$ cat src/rtl/bbc_pkg.sv
// Shared types and constants for the BBC motherboard bus cycle sequencer.
package bbc_pkg;

  // Bus cycle sequencer states
  typedef enum logic [2:0] {
    IDLE      = 3'd0,
    WAIT_FALL = 3'd1,
    LATCH     = 3'd2,
    WAIT_RISE = 3'd3,
    HIGH      = 3'd4,
    DONE      = 3'd5
  } state_t;

  // Host-side register addresses handled by the address decoder
  localparam logic [15:0] ADR_ROM_SEL = 16'hFE30;
  localparam logic [15:0] ADR_SHADOW  = 16'hFE34;
  localparam logic [15:0] ADR_FE05    = 16'hFE05;

  // Width of the paged-ROM select register
  localparam int unsigned ROM_SEL_W = 4;

endpackage

$ cat src/rtl/bbc_phi_sync.sv
// Synchronises the motherboard phi0 into the clk domain and produces
// one-clk rise/fall pulses from a single edge-detect flop.
module bbc_phi_sync #(
  parameter int unsigned SYNC_STAGES = 2
) (
  input  logic clk,
  input  logic rst_n,
  input  logic phi0_i,
  output logic rise_o,
  output logic fall_o
);

  logic [SYNC_STAGES-1:0] sync_q, sync_d;
  logic                   prev_q, prev_d;

  // Shift phi0 through the synchroniser; prev holds the last synchronised value
  always_comb begin
    sync_d = {sync_q[SYNC_STAGES-2:0], phi0_i};
    prev_d = sync_q[SYNC_STAGES-1];
  end

  // Synchroniser and edge-detect registers
  always_ff @(posedge clk or negedge rst_n) begin
    if (!rst_n) begin
      sync_q <= '0;
      prev_q <= 1'b0;
    end else begin
      sync_q <= sync_d;
      prev_q <= prev_d;
    end
  end

  assign rise_o =  sync_q[SYNC_STAGES-1] & ~prev_q;
  assign fall_o = ~sync_q[SYNC_STAGES-1] &  prev_q;

endmodule

$ cat src/rtl/bbc_cycle_seq.sv
// Sequences one slow motherboard bus cycle per off-board CPU access,
// aligned to phi0, with local copies of the paged-ROM/shadow registers.
module bbc_cycle_seq
  import bbc_pkg::*;
#(
  parameter int unsigned SYNC_STAGES = 2,
  parameter int unsigned FE4X_EXTRA  = 1,
  parameter int unsigned TIMEOUT_CYC = 255
) (
  input  logic                 clk,
  input  logic                 resetb,
  input  logic                 bbc_phi0,
  input  logic                 cpu_req,
  input  logic                 cpu_rnw,
  input  logic [7:0]           cpu_data_i,
  input  logic                 dec_rom_reg,
  input  logic                 dec_shadow_reg,
  input  logic                 dec_fe4x,
  input  logic [7:0]           bbc_data_i,
  output logic                 lat_en,
  output logic                 bbc_rnw,
  output logic                 bbc_data_oe,
  output logic [7:0]           bbc_data_o,
  output logic                 cpu_rdy,
  output logic [7:0]           cpu_data_o,
  output logic [ROM_SEL_W-1:0] rom_sel_q,
  output logic                 shadow_q,
  output logic                 bus_err
);

  localparam logic [7:0] TO_LAST = 8'(TIMEOUT_CYC - 1);
  localparam logic [3:0] EXTRA_N = 4'(FE4X_EXTRA);

  logic phi_rise, phi_fall;

  bbc_phi_sync #(.SYNC_STAGES(SYNC_STAGES)) u_phi_sync (
    .clk    (clk),
    .rst_n  (resetb),
    .phi0_i (bbc_phi0),
    .rise_o (phi_rise),
    .fall_o (phi_fall)
  );

  state_t               state_q, state_d;
  logic                 rnw_q, rnw_d;
  logic                 rom_q, rom_d;
  logic                 shd_q, shd_d;
  logic                 fe4x_q, fe4x_d;
  logic [7:0]           data_q, data_d;
  logic [3:0]           extra_q, extra_d;
  logic [7:0]           to_cnt_q, to_cnt_d;
  logic                 abort_q, abort_d;
  logic                 lat_en_q, lat_en_d;
  logic                 bbc_rnw_q, bbc_rnw_d;
  logic                 oe_q, oe_d;
  logic [7:0]           bdo_q, bdo_d;
  logic                 rdy_q, rdy_d;
  logic [7:0]           cdo_q, cdo_d;
  logic [ROM_SEL_W-1:0] rsel_q, rsel_d;
  logic                 shadow_r_q, shadow_r_d;
  logic                 err_q, err_d;
  logic                 timeout;

  // Next-state, timeout and registered-output logic
  always_comb begin
    state_d    = state_q;
    rnw_d      = rnw_q;
    rom_d      = rom_q;
    shd_d      = shd_q;
    fe4x_d     = fe4x_q;
    data_d     = data_q;
    extra_d    = extra_q;
    abort_d    = abort_q;
    bbc_rnw_d  = bbc_rnw_q;
    oe_d       = oe_q;
    bdo_d      = bdo_q;
    cdo_d      = cdo_q;
    rsel_d     = rsel_q;
    shadow_r_d = shadow_r_q;
    lat_en_d   = 1'b0;
    rdy_d      = 1'b0;
    err_d      = 1'b0;

    if (phi_rise || phi_fall)
      to_cnt_d = '0;
    else if (state_q != IDLE && state_q != DONE)
      to_cnt_d = to_cnt_q + 8'd1;
    else
      to_cnt_d = to_cnt_q;

    timeout = (state_q inside {WAIT_FALL, LATCH, WAIT_RISE, HIGH}) &&
              !(phi_rise || phi_fall) && (to_cnt_q == TO_LAST);

    case (state_q)
      IDLE: begin
        // rdy_q high means this is the handshake clk; the request is stale
        if (cpu_req && !rdy_q) begin
          state_d  = WAIT_FALL;
          rnw_d    = cpu_rnw;
          rom_d    = dec_rom_reg;
          shd_d    = dec_shadow_reg;
          fe4x_d   = dec_fe4x;
          data_d   = cpu_data_i;
          extra_d  = '0;
          abort_d  = 1'b0;
          to_cnt_d = '0;
        end
      end
      WAIT_FALL: begin
        if (phi_fall) state_d = LATCH;
      end
      LATCH: begin
        lat_en_d  = 1'b1;
        bbc_rnw_d = rnw_q;
        if (!rnw_q) bdo_d = data_q;
        state_d   = WAIT_RISE;
      end
      WAIT_RISE: begin
        if (phi_rise) begin
          state_d = HIGH;
          if (!rnw_q) oe_d = 1'b1;
        end
      end
      HIGH: begin
        if (phi_fall) begin
          if (fe4x_q && extra_q < EXTRA_N) begin
            extra_d = extra_q + 4'd1;
            state_d = WAIT_RISE;
          end else begin
            if (rnw_q) cdo_d = bbc_data_i;
            state_d = DONE;
          end
        end
      end
      DONE: begin
        rdy_d     = 1'b1;
        err_d     = abort_q;
        oe_d      = 1'b0;
        bbc_rnw_d = 1'b1;
        if (!abort_q && !rnw_q) begin
          if (rom_q) rsel_d     = data_q[ROM_SEL_W-1:0];
          if (shd_q) shadow_r_d = data_q[7];
        end
        state_d = IDLE;
      end
      default: state_d = IDLE;
    endcase

    if (timeout) begin
      state_d = DONE;
      cdo_d   = 8'hFF;
      abort_d = 1'b1;
      oe_d    = 1'b0;
    end
  end

  // State, capture and output registers
  always_ff @(posedge clk or negedge resetb) begin
    if (!resetb) begin
      state_q    <= IDLE;
      rnw_q      <= 1'b1;
      rom_q      <= 1'b0;
      shd_q      <= 1'b0;
      fe4x_q     <= 1'b0;
      data_q     <= '0;
      extra_q    <= '0;
      to_cnt_q   <= '0;
      abort_q    <= 1'b0;
      lat_en_q   <= 1'b0;
      bbc_rnw_q  <= 1'b1;
      oe_q       <= 1'b0;
      bdo_q      <= '0;
      rdy_q      <= 1'b0;
      cdo_q      <= '0;
      rsel_q     <= '0;
      shadow_r_q <= 1'b0;
      err_q      <= 1'b0;
    end else begin
      state_q    <= state_d;
      rnw_q      <= rnw_d;
      rom_q      <= rom_d;
      shd_q      <= shd_d;
      fe4x_q     <= fe4x_d;
      data_q     <= data_d;
      extra_q    <= extra_d;
      to_cnt_q   <= to_cnt_d;
      abort_q    <= abort_d;
      lat_en_q   <= lat_en_d;
      bbc_rnw_q  <= bbc_rnw_d;
      oe_q       <= oe_d;
      bdo_q      <= bdo_d;
      rdy_q      <= rdy_d;
      cdo_q      <= cdo_d;
      rsel_q     <= rsel_d;
      shadow_r_q <= shadow_r_d;
      err_q      <= err_d;
    end
  end

  assign lat_en      = lat_en_q;
  assign bbc_rnw     = bbc_rnw_q;
  assign bbc_data_oe = oe_q;
  assign bbc_data_o  = bdo_q;
  assign cpu_rdy     = rdy_q;
  assign cpu_data_o  = cdo_q;
  assign rom_sel_q   = rsel_q;
  assign shadow_q    = shadow_r_q;
  assign bus_err     = err_q;

endmodule
$ cat config.mk
export PLATFORM = sky130hd
export DESIGN_NAME = bbc_cycle_seq
export DESIGN_NICKNAME = d
export VERILOG_FILES = /design/src/rtl/bbc_pkg.sv /design/src/rtl/bbc_phi_sync.sv /design/src/rtl/bbc_cycle_seq.sv
export SDC_FILE = /design/constraint.sdc
export NUM_CORES = 1
export LEC_CHECK = 0
export ABC_AREA = 1
export CAP_MARGIN = 20
export CELL_PAD_IN_SITES_DETAIL_PLACEMENT = 1
export CELL_PAD_IN_SITES_GLOBAL_PLACEMENT = 2
export CORE_MARGIN = 5
export CORE_UTILIZATION = 31
export CTS_CLUSTER_DIAMETER = 30
export DETAILED_ROUTE_END_ITERATION = 8
export HOLD_SLACK_MARGIN = 0.02
export PLACE_DENSITY_LB_ADDON = 0.1
export SKIP_LAST_GASP = 1
export SYNTH_ARGS = -nofsm -noshare
export SYNTH_HDL_FRONTEND = slang
export SYNTH_SLANG_ARGS = --single-unit
$ cat constraint.sdc
create_clock -name clk -period 2.5 [get_ports clk]
set_clock_uncertainty 0.1 [all_clocks]
set_input_delay 0.375 -clock clk [delete_from_list [all_inputs] [get_ports clk]]
set_output_delay 0.375 -clock clk [all_outputs]
set_load 0.01 [all_outputs]
# --- Word-level counts from Yosys, hierarchy flattened ---
# Cells that the tools add are included.
totals:
  regBits: 57
  word_cells: 106
op_classes:
  add_sub_neg: 2
  n_lt_le_gt_ge: 1
  eq_ne: 16
  n_mux: 31
  n_bitwise: 5
  n_reduce_logical: 31
ops:
  columns: ["cell", "n"]
  rows:
  - ["$mux 8", 9]
  - ["$mux 3", 6]
  - ["$ne 3x3->1 const B", 6]
  - ["$pmux 3 s5", 1]
  - ["$reduce_bool 2->1", 7]
  - ["$mux 4", 3]
  - ["$reduce_and 4->1", 3]
  - ["$mux 1", 9]
  - ["$reduce_and 3->1", 3]
  - ["$add 8x1->8 const B", 1]
  - ["$eq 8x8->1 const B", 1]
  - ["$pmux 4 s2", 1]
  - ["$eq 3x2->1 const B", 2]
  - ["$eq 3x3->1 const B", 2]
  - ["$logic_and 1x1->1", 6]
  - ["$ne 2x2->1 const B", 3]
  - ["$reduce_and 2->1", 3]
  - ["$reduce_bool 3->1", 2]
  - ["$add 4x1->4 const B", 1]
  - ["$logic_not 1->1", 4]
  - ["$lt 4x1->1 const B", 1]
  - ["$pmux 1 s2", 2]
  - ["$reduce_bool 4->1", 1]
  - ["$eq 3x1->1 const B", 1]
  - ["other kinds (5)", 8]

# --- Logic depth before layout (Yosys ltp) ---
# Gate-level depths: netlist (run 1).
depth:
  depth_word: 8
  mapped_depth: 9
  mapped_depth_nobuf: 9

# --- By module ---
# Synthesis (run 1) repeated with hierarchy kept, for this count alone.
hier_totals:
  hier_cells: 284
  hier_area_um2: 2506.2
by_module_without_submodules:
  columns: ["module", "n_inst", "cells_each", "area_per_inst_um2", "seq_area_each_um2"]
  rows:
  - ["bbc_cycle_seq", 1, 277, 2416.1, 1353.8]
  - ["bbc_phi_sync", 1, 7, 90.1, 75.1]

# --- Least setup slack after synthesis (run 1) ---
# No wires, ideal clock.
synth_timing:
  path_kind: "register -> register"
  startpoint: "register u_phi_sync.sync_q[1]"
  endpoint: "register oe_q (netlist: bbc_data_oe)"
  setup_time_ps: 124
  t_arrival_ps: 1287
  setup_slack_ps: 989
  stages_incl_launch_ff: 7
  path_buffers: 0
  synth_period_minus_slack_ps: 1511
  cell_sequence: "dfrtp_1 ha_1 nand2_1 nor2_1 nand3_1 nor2_4 nor2_1"
synth_via:
  elab_chain_cells: 8
  word_cells_on_any_way: 12
  cone_classes: "eq/ne: 2; mux: 1; bitwise: 3; reduce/logical: 6"
synth_lines:
  columns: ["element", "line_no", "text"]
  rows:
  - ["from (decl)", "bbc_phi_sync.sv:13", "logic [SYNC_STAGES-1:0] sync_q, sync_d;"]
  - ["from (signal assigned)", "bbc_phi_sync.sv:28", "sync_q <= sync_d;"]
  - ["$not 1->1", "bbc_phi_sync.sv:34", "assign fall_o = ~sync_q[SYNC_STAGES-1] & prev_q;"]
  - ["$and 1x1->1", "bbc_phi_sync.sv:34", null]
  - ["$logic_or 1x1->1", "bbc_cycle_seq.sv:92", "!(phi_rise || phi_fall) && (to_cnt_q == TO_LAST);"]
  - ["$logic_not 1->1", "bbc_cycle_seq.sv:92", null]
  - ["$logic_and 1x1->1", "bbc_cycle_seq.sv:91", "timeout = (state_q inside {WAIT_FALL, LATCH, WAIT_RISE, HIGH}) &&"]
  - ["$logic_and 1x1->1", "bbc_cycle_seq.sv:92", null]
  - ["$ne 3x3->1 (no line) / $reduce_bool 3->1 (equally long branches)", null, null]
  - ["$reduce_and 3->1 (no line)", null, null]
  - ["to (signal assigned)", "bbc_cycle_seq.sv:171", "oe_q <= 1'b0;"]
  - ["to (signal assigned)", "bbc_cycle_seq.sv:190", "oe_q <= oe_d;"]
  - ["to (decl)", "bbc_cycle_seq.sv:55", "logic oe_q, oe_d;"]
# Parallel ways exist; a longest one is shown, timed or not.
# A chain may end at the register's enable or synchronous reset.

# --- Worst setup path in the final report (run 1) ---
layout_timing:
  startpoint: "register bbc_rnw_q (netlist: bbc_rnw)"
  endpoint: "output port bbc_rnw"
layout_rtl:
  columns: ["element", "line_no", "text"]
  rows:
  - ["from (decl)", "bbc_cycle_seq.sv:54", "logic bbc_rnw_q, bbc_rnw_d;"]
  - ["from (signal assigned)", "bbc_cycle_seq.sv:189", "bbc_rnw_q <= bbc_rnw_d;"]
  - ["to (decl)", "bbc_cycle_seq.sv:21", "output logic bbc_rnw,"]
# No word-level cell between the ends.

==> results.cfg, run 1 <==
[setup_path]
reg2reg_to = cpu_data_o[3]
slowest_stage = dfstp_2
crit_required_ns = 2.03
cp-startpoint = bbc_rnw
cpLargestDelayFamily = flip-flops
rr_worst_depth = 8
crit_arrival_ns = 1.41
cp_slowest_stage_delay_ns = 0.55
cp.depth = 1
cp_max_fo = 2
critPathBufInv = 1
cp-end-kind = output pin
timing_worst_setup_path_type = register to output pin
startpoint_type = register
cp-endpoint = bbc_rnw
r2r_setup_slack_ns = 0.76
path_cells = clkdlybuf4s50_1
rr_startpoint = to_cnt_q[0]

[cells_and_area]
final_core_util = 0.4042
antennaDiodeCount = 0
nets = 390
fin_cells = 473
most-common-layout-cells = nand2_1, dfrtp_1, clkdlybuf4s50_1
final_common_cell = nand2_1
fillers = 1014
syn_to_final_growth_pct = 28.64
drive_above_1_share = 0.1315

[detailed_routing]
drt-total-wl_mm = 6.426
via_count = 2183
post_drt_wl_per_cell_um = 13.59
antenna_left = 0
drc = 0
via_per_inst = 4.615
first_iter_violations = 22
drt_first_pass_iters = 4

[clocking]
cts_inserted_buffers = 9
cts_sinks = 57
cts_tree = built
cts-root-buf = clkbuf_8
cts_max_level = 3
cts_resized = 0
clkTransAtPathRegs_ns = 0.07
postCtsHoldBufs = 1
insertion_delay_ns = 0.34
clock_path_buffers = 2
cts_setup_buffers = 0

[placement]
hpwl_mm = 4.699
portBuffers = 49
globalplace.congestion = 0.7113
dp_cells = 456

[power]
pwr-share-clk = 0.211
ir_drop_mv = 0.3323
cell_internal_pwr_mw = 2.157
p_sw_mw = 1.310
power_density_nw_per_um2 = 998.0
netSwitchingFraction = 0.3778
power.total_mw = 3.466
power_frac_comb = 0.381
cellLeakagePower_nw = 1.643
seq_power_share = 0.408

[global_routing]
antenna_found_initial = 0
grt_pass1_vias = 2322
grt_max_degree = 34
grt_first_pass_wirelength_mm = 11.03
grtUsageTotal = 0.1361
gr-total-overflow = 0

[floorplanning]
start_util = 0.3142
die_h_um = 103.3
io_pins = 50
dieArea_um2 = 10680
core_um2 = 8593
dieWidth_um = 103.3
fp-row-count = 34

[sta]
setup_tns_ns = 0
relSlewSlack = 0.6048
fin_crit_ns = 1.888
finalHoldViolCount = 0
tightest_slew_ns = 0.5928
drv_slew = 0
max_clock_freq_mhz = 529.6
setup_viol = 0
period_share = 0.7552
rsz0062_at_grt = false

[yosys]
syn_area_um2 = 2700
yosysSeqAreaShare = 0.5292
yosys_warnings = 0
synth_cells = 302
synthesis.nets = 332
synth.distinct_cells = 27
ys_ff_latch = 57
syn_avg_cell_area_um2 = 8.941

[worst_hold_path]
min_path_cells = 0
min_path_type = register to register

[status]
status = finished clean

[job]
cap_violations = 0
layout make-up:
type / instances / area [um^2] / area share
flip-flops and latches: 57 / 1429 / 0.4114
clock inverters: 5 / 32.53 / 0.009366
clock buffers: 11 / 131.4 / 0.03782
multi-input cells: 200 / 1076 / 0.3098
repair buffers: 51 / 515.5 / 0.1484
well taps: 108 / 135.1 / 0.03891
inverters: 41 / 153.9 / 0.04431
state kept, by name, summed over array words and instances, names as in the netlist, 2 cells and up:
signal and flops:
state_q 3, u_phi_sync.sync_q 2, bbc_data_o 8, cpu_data_o 8
extra_q 4, rom_sel_q 4, data_q 8, to_cnt_q 8
through the flow:
stage                     area [um^2]  hold slack [ns]  setup WS, ns
after floorplan                  2700         -0.02059        0.9894
after global placement           3299           0.2479        0.5132
after detailed placement         3299           0.2511        0.4556
after CTS                        3473           0.2664        0.5816
after global routing             3473           0.2907        0.5562
final                            3473           0.2620        0.6119
Yosys cell counts (all sizes together):
cell type,instances,share of area
nand4,1,0.0079
ha,6,0.028
dfrtp,55,0.51
buf,4,0.015
a21oi,18,0.033
nand2,90,0.14
nor3,4,0.012
nand3,21,0.044
xor2,2,0.0065
o21ai,28,0.063
nor2,26,0.058
nand3b,2,0.0056
inv,41,0.057
o21bai,1,0.0028
o211ai,1,0.0028
dfstp,2,0.019
routing by layer:
metal	wire (um)	share of wire	up-vias	track usage
met5	0	0	-	0
met4	106	0.016	0	0.05378
met3	325	0.051	10	0.03689
met2	3053	0.48	39	0.2274
met1	2940	0.46	1064	0.1672
li1	-	-	1070	-
power by group through the flow:
stage                     Clock, mW  Sequential, mW  Combinational, mW
after detailed placement          0            1.43               1.35
after global routing          0.808            1.46               1.50
after floorplan                   0            1.47              0.750
after CTS                     0.763            1.42               1.36
final                         0.732            1.41               1.32
after global placement            0            1.43               1.33
worst min path at each step:
stage	endpoint	slack, ns	startpoint
floorplan	abort_q	-0.02	resetb
global placement	u_phi_sync.sync_q[1]	0.25	u_phi_sync.sync_q[0]
detailed placement	u_phi_sync.sync_q[1]	0.25	u_phi_sync.sync_q[0]
CTS	u_phi_sync.sync_q[1]	0.27	u_phi_sync.sync_q[0]
global route	u_phi_sync.sync_q[1]	0.29	u_phi_sync.sync_q[0]
finish	u_phi_sync.sync_q[1]	0.26	u_phi_sync.sync_q[0]
cell families (layout without fill, tap and decap cells):
| kind of cell | Yosys count | in the layout | share of synthesized area |
|---|---|---|---|
| AO/OA/AOI/OAI | 48 | 48 | 0.1019 |
| XOR/XNOR | 2 | 2 | 0.006489 |
| adder cells (fa/ha/maj) | 6 | 6 | 0.02780 |
| buffers and inverters | 45 | 108 | 0.07229 |
| flip-flops | 57 | 57 | 0.5292 |
| AND/OR/NAND/NOR | 144 | 144 | 0.2623 |
Power figures use the tool's default switching activity.
==> inputs of run 2 (changes only) <==
Settings changed: CORE_UTILIZATION 31 to 28.
Clock period 2.5 ns to 1.6 ns, I/O delays scaled along.
==> results.cfg, run 2 (synthesis gave the netlist of run 1 again) <==
[status]
status = finished with violations
violations = negative setup slack

[global_routing]
use_met2 = 0.2158
grt_util_met3 = 0.02746
gr-total-overflow = 0
grt_first_pass_wirelength_mm = 11.72
antenna_found_initial = 0
grt_max_degree = 58
met1_usage = 0.1634
grt_pass1_vias = 2327
grtUsageTotal = 0.1298
grt-busiest-layer = met2

[floorplanning]
io_pins = 50
fp-row-count = 35
core_um2 = 9328
dieArea_um2 = 11710
die_h_um = 108.2
dieWidth_um = 108.2
start_util = 0.2895

[detailed_routing]
post_drt_wl_per_cell_um = 13.91
via_per_inst = 4.420
drt_first_pass_iters = 4
via_count = 2250
drt-total-wl_mm = 7.079
drc = 0
first_iter_violations = 28
antenna_left = 0

[cells_and_area]
drive_above_1_share = 0.2289
nets = 405
most-common-layout-cells = nand2_1, dfrtp_1, inv_1
final_common_cell = nand2_1
fillers = 1096
antennaDiodeCount = 0
syn_to_final_growth_pct = 40.96

[setup_path]
cp_slowest_stage_delay_ns = 0.42
crit_arrival_ns = 1.74
slowest_stage = dfrtp_1
timing_worst_setup_path_type = register to register
critPathBufInv = 1
cpLargestDelayFamily = simple AND/OR/NAND/NOR gates
startpoint_type = register
cp_max_fo = 6
cp-end-kind = register
crit_required_ns = 1.72
path_cells = ha_4, nand2_4, nor2_4, buf_6, nand4_4, nand3_1, nand2_1

[sta]
relSlewSlack = 0.7518
fin_crit_ns = 1.616
tightest_slew_ns = 0.3711
worst_hold_slack_ns = 0.2402
setup_viol = 4
finalHoldViolCount = 0
max_clock_freq_mhz = 618.7
rsz0062_at_grt = true
period_share = 1.010
setup_ws_ns = -0.01618
drv_slew = 0

[clocking]
cts_sinks = 57
insertion_delay_ns = 0.34
cts-root-buf = clkbuf_8
cts_max_level = 3
cts_inserted_buffers = 9
clock_path_buffers = 2
clkTransAtPathRegs_ns = 0.07
cts_tree = built

[placement]
dp_slack_ns = -0.09963
portBuffers = 49
globalplace.congestion = 0.7035
hpwl_mm = 4.857

[worst_hold_path]
min_path_type = input port to register

[power]
power_density_nw_per_um2 = 1485
cellLeakagePower_nw = 1.902
ir_drop_mv = 0.5204

[job]
cap_violations = 0
[run 2: cell types whose count changed in the layout (fill, tap and decap cells not counted), sizes merged, moves of 2 or more]
cell,delta
buf,+13
clkbuf,-2
clkdlybuf4s50,-24
clkinv,+2
dlygate4sd2,+11
dlymetal6s2s,+13
[run 2: timing repair]
action	4_1_cts	5_1_grt
pin swaps	2	15
gates cloned	2	0
setup endpoints to repair	22	32
buffers inserted	1	1
hold buffers	1	0
endpoints found under the hold margin	55	0
resized for setup	21	35
[run 2: path summary, 6_finish.rpt]
check / startpoint / to / slack [ns] / cells past startpoint
min: bbc_phi0 / u_phi_sync.sync_q[0] / 0.24 / 1
max reg2reg: u_phi_sync.sync_q[1] / cpu_data_o[6] / -0.02 / 7
max in group asynchronous: resetb / rnw_q / 0.74 / 3
min reg2reg: u_phi_sync.sync_q[0] / u_phi_sync.sync_q[1] / 0.25 / 0
max: u_phi_sync.sync_q[1] / cpu_data_o[6] / -0.02 / 7
min in group asynchronous: resetb / rom_sel_q[1] / 0.35 / 3
[run 2: area by class of cell]
cell class                      instances  area, um^2  share of cell area
Clock buffer                            9       123.9             0.03254
Sequential cell                        57        1433              0.3764
Inverter                               41       156.4             0.04109
Multi-Input combinational cell        202        1229              0.3228
Clock inverter                          7       55.05             0.01446
Timing Repair Buffer                   64       648.1              0.1703
Tap cell                              129       161.4             0.04241
[run 2: layer usage]
metal  wire [um]  up-vias  part of all wire
li1            -     1109                 -
met1        3279     1093              0.46
met2        3449       37              0.49
met3         226       11             0.032
met4         125        0             0.018
met5           0        -                 0
[run 2: per-stage QoR]
step / std cells / TNS (ns) / cell area (um^2) / util / power [mW]
after floorplan: 302 / 0 / 2700 / - / 3.475
after global placement: 488 / -1.415 / 3421 / 0.3667 / 4.406
after detailed placement: 488 / -2.122 / 3421 / 0.3667 / 4.464
after CTS: 508 / -0.1124 / 3672 / 0.3937 / 5.715
after global routing: 509 / -0.7329 / 3806 / 0.4080 / 6.122
final: 509 / -0.03561 / 3806 / 0.4080 / 5.653
[run 2: report_power, final]
group | internal [mW] | switching, mW | total, mW
registers | 1.92 | 0.307 | 2.23
clock network | 0.571 | 0.658 | 1.23
logic | 0.923 | 1.28 | 2.20
==> inputs of run 3 (changes only) <==
Settings changed: CAP_MARGIN 20 to unset, CORE_UTILIZATION 28 to 27, SYNTH_HIERARCHICAL set to 1.
==> results.cfg, run 3 <==
[setup_path]
rr_worst_depth = 9
crit_required_ns = 1.77
reg2reg_to = cpu_data_o[7]
rr_startpoint = to_cnt_q[0]
r2r_setup_slack_ns = 0.02
crit_arrival_ns = 1.74
startpoint_type = register
timing_worst_setup_path_type = register to register
cp-end-kind = register
cp_max_fo = 8

[detailed_routing]
via_count = 2161
drc = 0
post_drt_wl_per_cell_um = 13.68
via_per_inst = 4.410
first_iter_violations = 27
drt-total-wl_mm = 6.701
drt_first_pass_iters = 4
antenna_left = 0

[yosys]
yosys.area.top_type = dfrtp_1
synth_edf_count = 0
synthArstFlopShare = 1.000
ys_ff_latch = 57
synth_common_cells = nand2_1, dfrtp_1, inv_1, o21ai_0
syn_area_um2 = 2506
ys.flop_type = dfrtp_1
synthesis.nets = 312
synth.distinct_cells = 29
yosysMostFrequentCell = nand2_1
synth_area_leaders = dfrtp_1, nand2_1, o21ai_0, inv_1, nand3_1
synth_top_area_share = 0.5492
yosys_warnings = 6
yosysSeqAreaShare = 0.5701
syn_avg_cell_area_um2 = 8.824
synth_cells = 284

[floorplanning]
dieWidth_um = 106.3
start_util = 0.2738
io_pins = 50
die_h_um = 106.3
core_um2 = 9153
dieArea_um2 = 11310
fp-row-count = 35

[sta]
fin_crit_ns = 1.576
drv_slew = 0
max_clock_freq_mhz = 634.4
relSlewSlack = 0.6783
setup_viol = 0
finalHoldViolCount = 0
period_share = 0.9852
worst_hold_slack_ns = 0.2429
rsz0062_at_grt = true
tightest_slew_ns = 0.4826

[cells_and_area]
drive_above_1_share = 0.2401
final_common_cell = nand2_1
syn_to_final_growth_pct = 51.12
antennaDiodeCount = 0
final_cell_area_um2 = 3787
most-common-layout-cells = nand2_1, dfrtp_1, inv_1, o21ai_0, buf_4
fillers = 1073
nets = 402

[clocking]
cts_tree = built
clkTransAtPathRegs_ns = 0.07
cts-root-buf = clkbuf_8
cts_max_level = 3
clock_path_buffers = 2
cts_inserted_buffers = 9
insertion_delay_ns = 0.33
cts_sinks = 57

[placement]
portBuffers = 49
globalplace.congestion = 0.7179
hpwl_mm = 5.019
place_area_um2 = 3343

[global_routing]
grt_first_pass_wirelength_mm = 11.16
gr-total-overflow = 0
grtUsageTotal = 0.1271
antenna_found_initial = 0
grt_max_degree = 24
grt_pass1_vias = 2216

[job]
cap_violations = 0

[power]
power_density_nw_per_um2 = 1612
cellLeakagePower_nw = 1.916
ir_drop_mv = 0.6706

[worst_hold_path]
min-delay-start = bbc_phi0
min_path_type = input port to register
min_path_cells = 1
min_to = u_phi_sync/sync_q[0]

[status]
status = finished clean
-- run 3: how the worst max path moves through the flow --
stage,from,endpoint,slack [ns],cells after the start
4_1_cts,cpu_data_o[5],cpu_data_o[5],0.003,1
3_5_place_dp,cpu_req,extra_q[2],-0.19,9
5_1_grt,to_cnt_q[0],cpu_data_o[7],-0.05,9
2_1_floorplan,to_cnt_q[0],state_q[1],0.13,10
3_3_place_gp,cpu_req,extra_q[2],-0.11,9
6_report,to_cnt_q[0],cpu_data_o[7],0.02,9
-- run 3: worst max-delay path, cell delays in order, from the launching register on --
cell     delay, ns
dfrtp_1       0.40
inv_2         0.06
ha_2          0.17
nand3_2       0.06
nor2_2        0.12
nand3_2       0.11
nor2_4        0.17
inv_4         0.09
buf_12        0.15
nand3_1       0.07
-- run 3: area by class of cell --
cell class / count / area [um^2] / share of cell area
clock buffers: 11 / 131.4 / 0.03469
repair buffers: 83 / 834.6 / 0.2204
inverters: 38 / 147.6 / 0.03898
multi-input cells: 185 / 999.7 / 0.2640
flip-flops and latches: 57 / 1431 / 0.3779
well taps: 111 / 138.9 / 0.03667
clock inverters: 5 / 103.9 / 0.02742
-- run 3: cell families (layout without fill, tap and decap cells) --
logic type      count (synthesis)  in the layout  share of synthesized area
flops                          57             57                     0.5701
compound gates                 46             46                    0.09636
xor+xnor                        2              2                   0.006991
fa+ha+maj                       4              4                    0.01997
buf+inv                        42            137                    0.06990
simple gates                  133            133                     0.2366
-- run 3: what timing repair did --
action | 4_1_cts | 5_1_grt
hold buffers | 1 | 0
endpoints found under the setup margin | 15 | 53
endpoints found under the hold margin | 14 | 0
pin swaps | 2 | 5
buffers inserted | 0 | 7
gates resized for setup | 7 | 47
-- run 3: report_power, final --
group          switching [mW]  leakage, nW  internal, mW  total (mW)
combinational            1.21         1.09          1.08        2.29
sequential              0.253        0.706          1.93        2.18
clock                   0.601        0.118          1.04        1.64
total                    2.07         1.92          4.04        6.11
-- run 3: per-layer routing --
| metal | GRT usage | part of all wire |
|---|---|---|
| met1 | 0.1667 | 0.49 |
| met3 | 0.04129 | 0.041 |
| met5 | 0 | 0 |
| met2 | 0.1950 | 0.45 |
| met4 | 0.04718 | 0.015 |
-- run 3: stage by stage --
stage,cells,power (mW),util,setup TNS (ns),worst slack [ns]
2_1_floorplan,284,3.273,-,0,0.1335
3_3_place_gp,466,4.378,0.3653,-0.6499,-0.1057
3_5_place_dp,466,4.441,0.3653,-1.936,-0.1900
4_1_cts,483,6.121,0.3929,0,0.003132
5_1_grt,490,6.602,0.4138,-0.4958,-0.04770
6_report,490,6.105,0.4138,0,0.02360
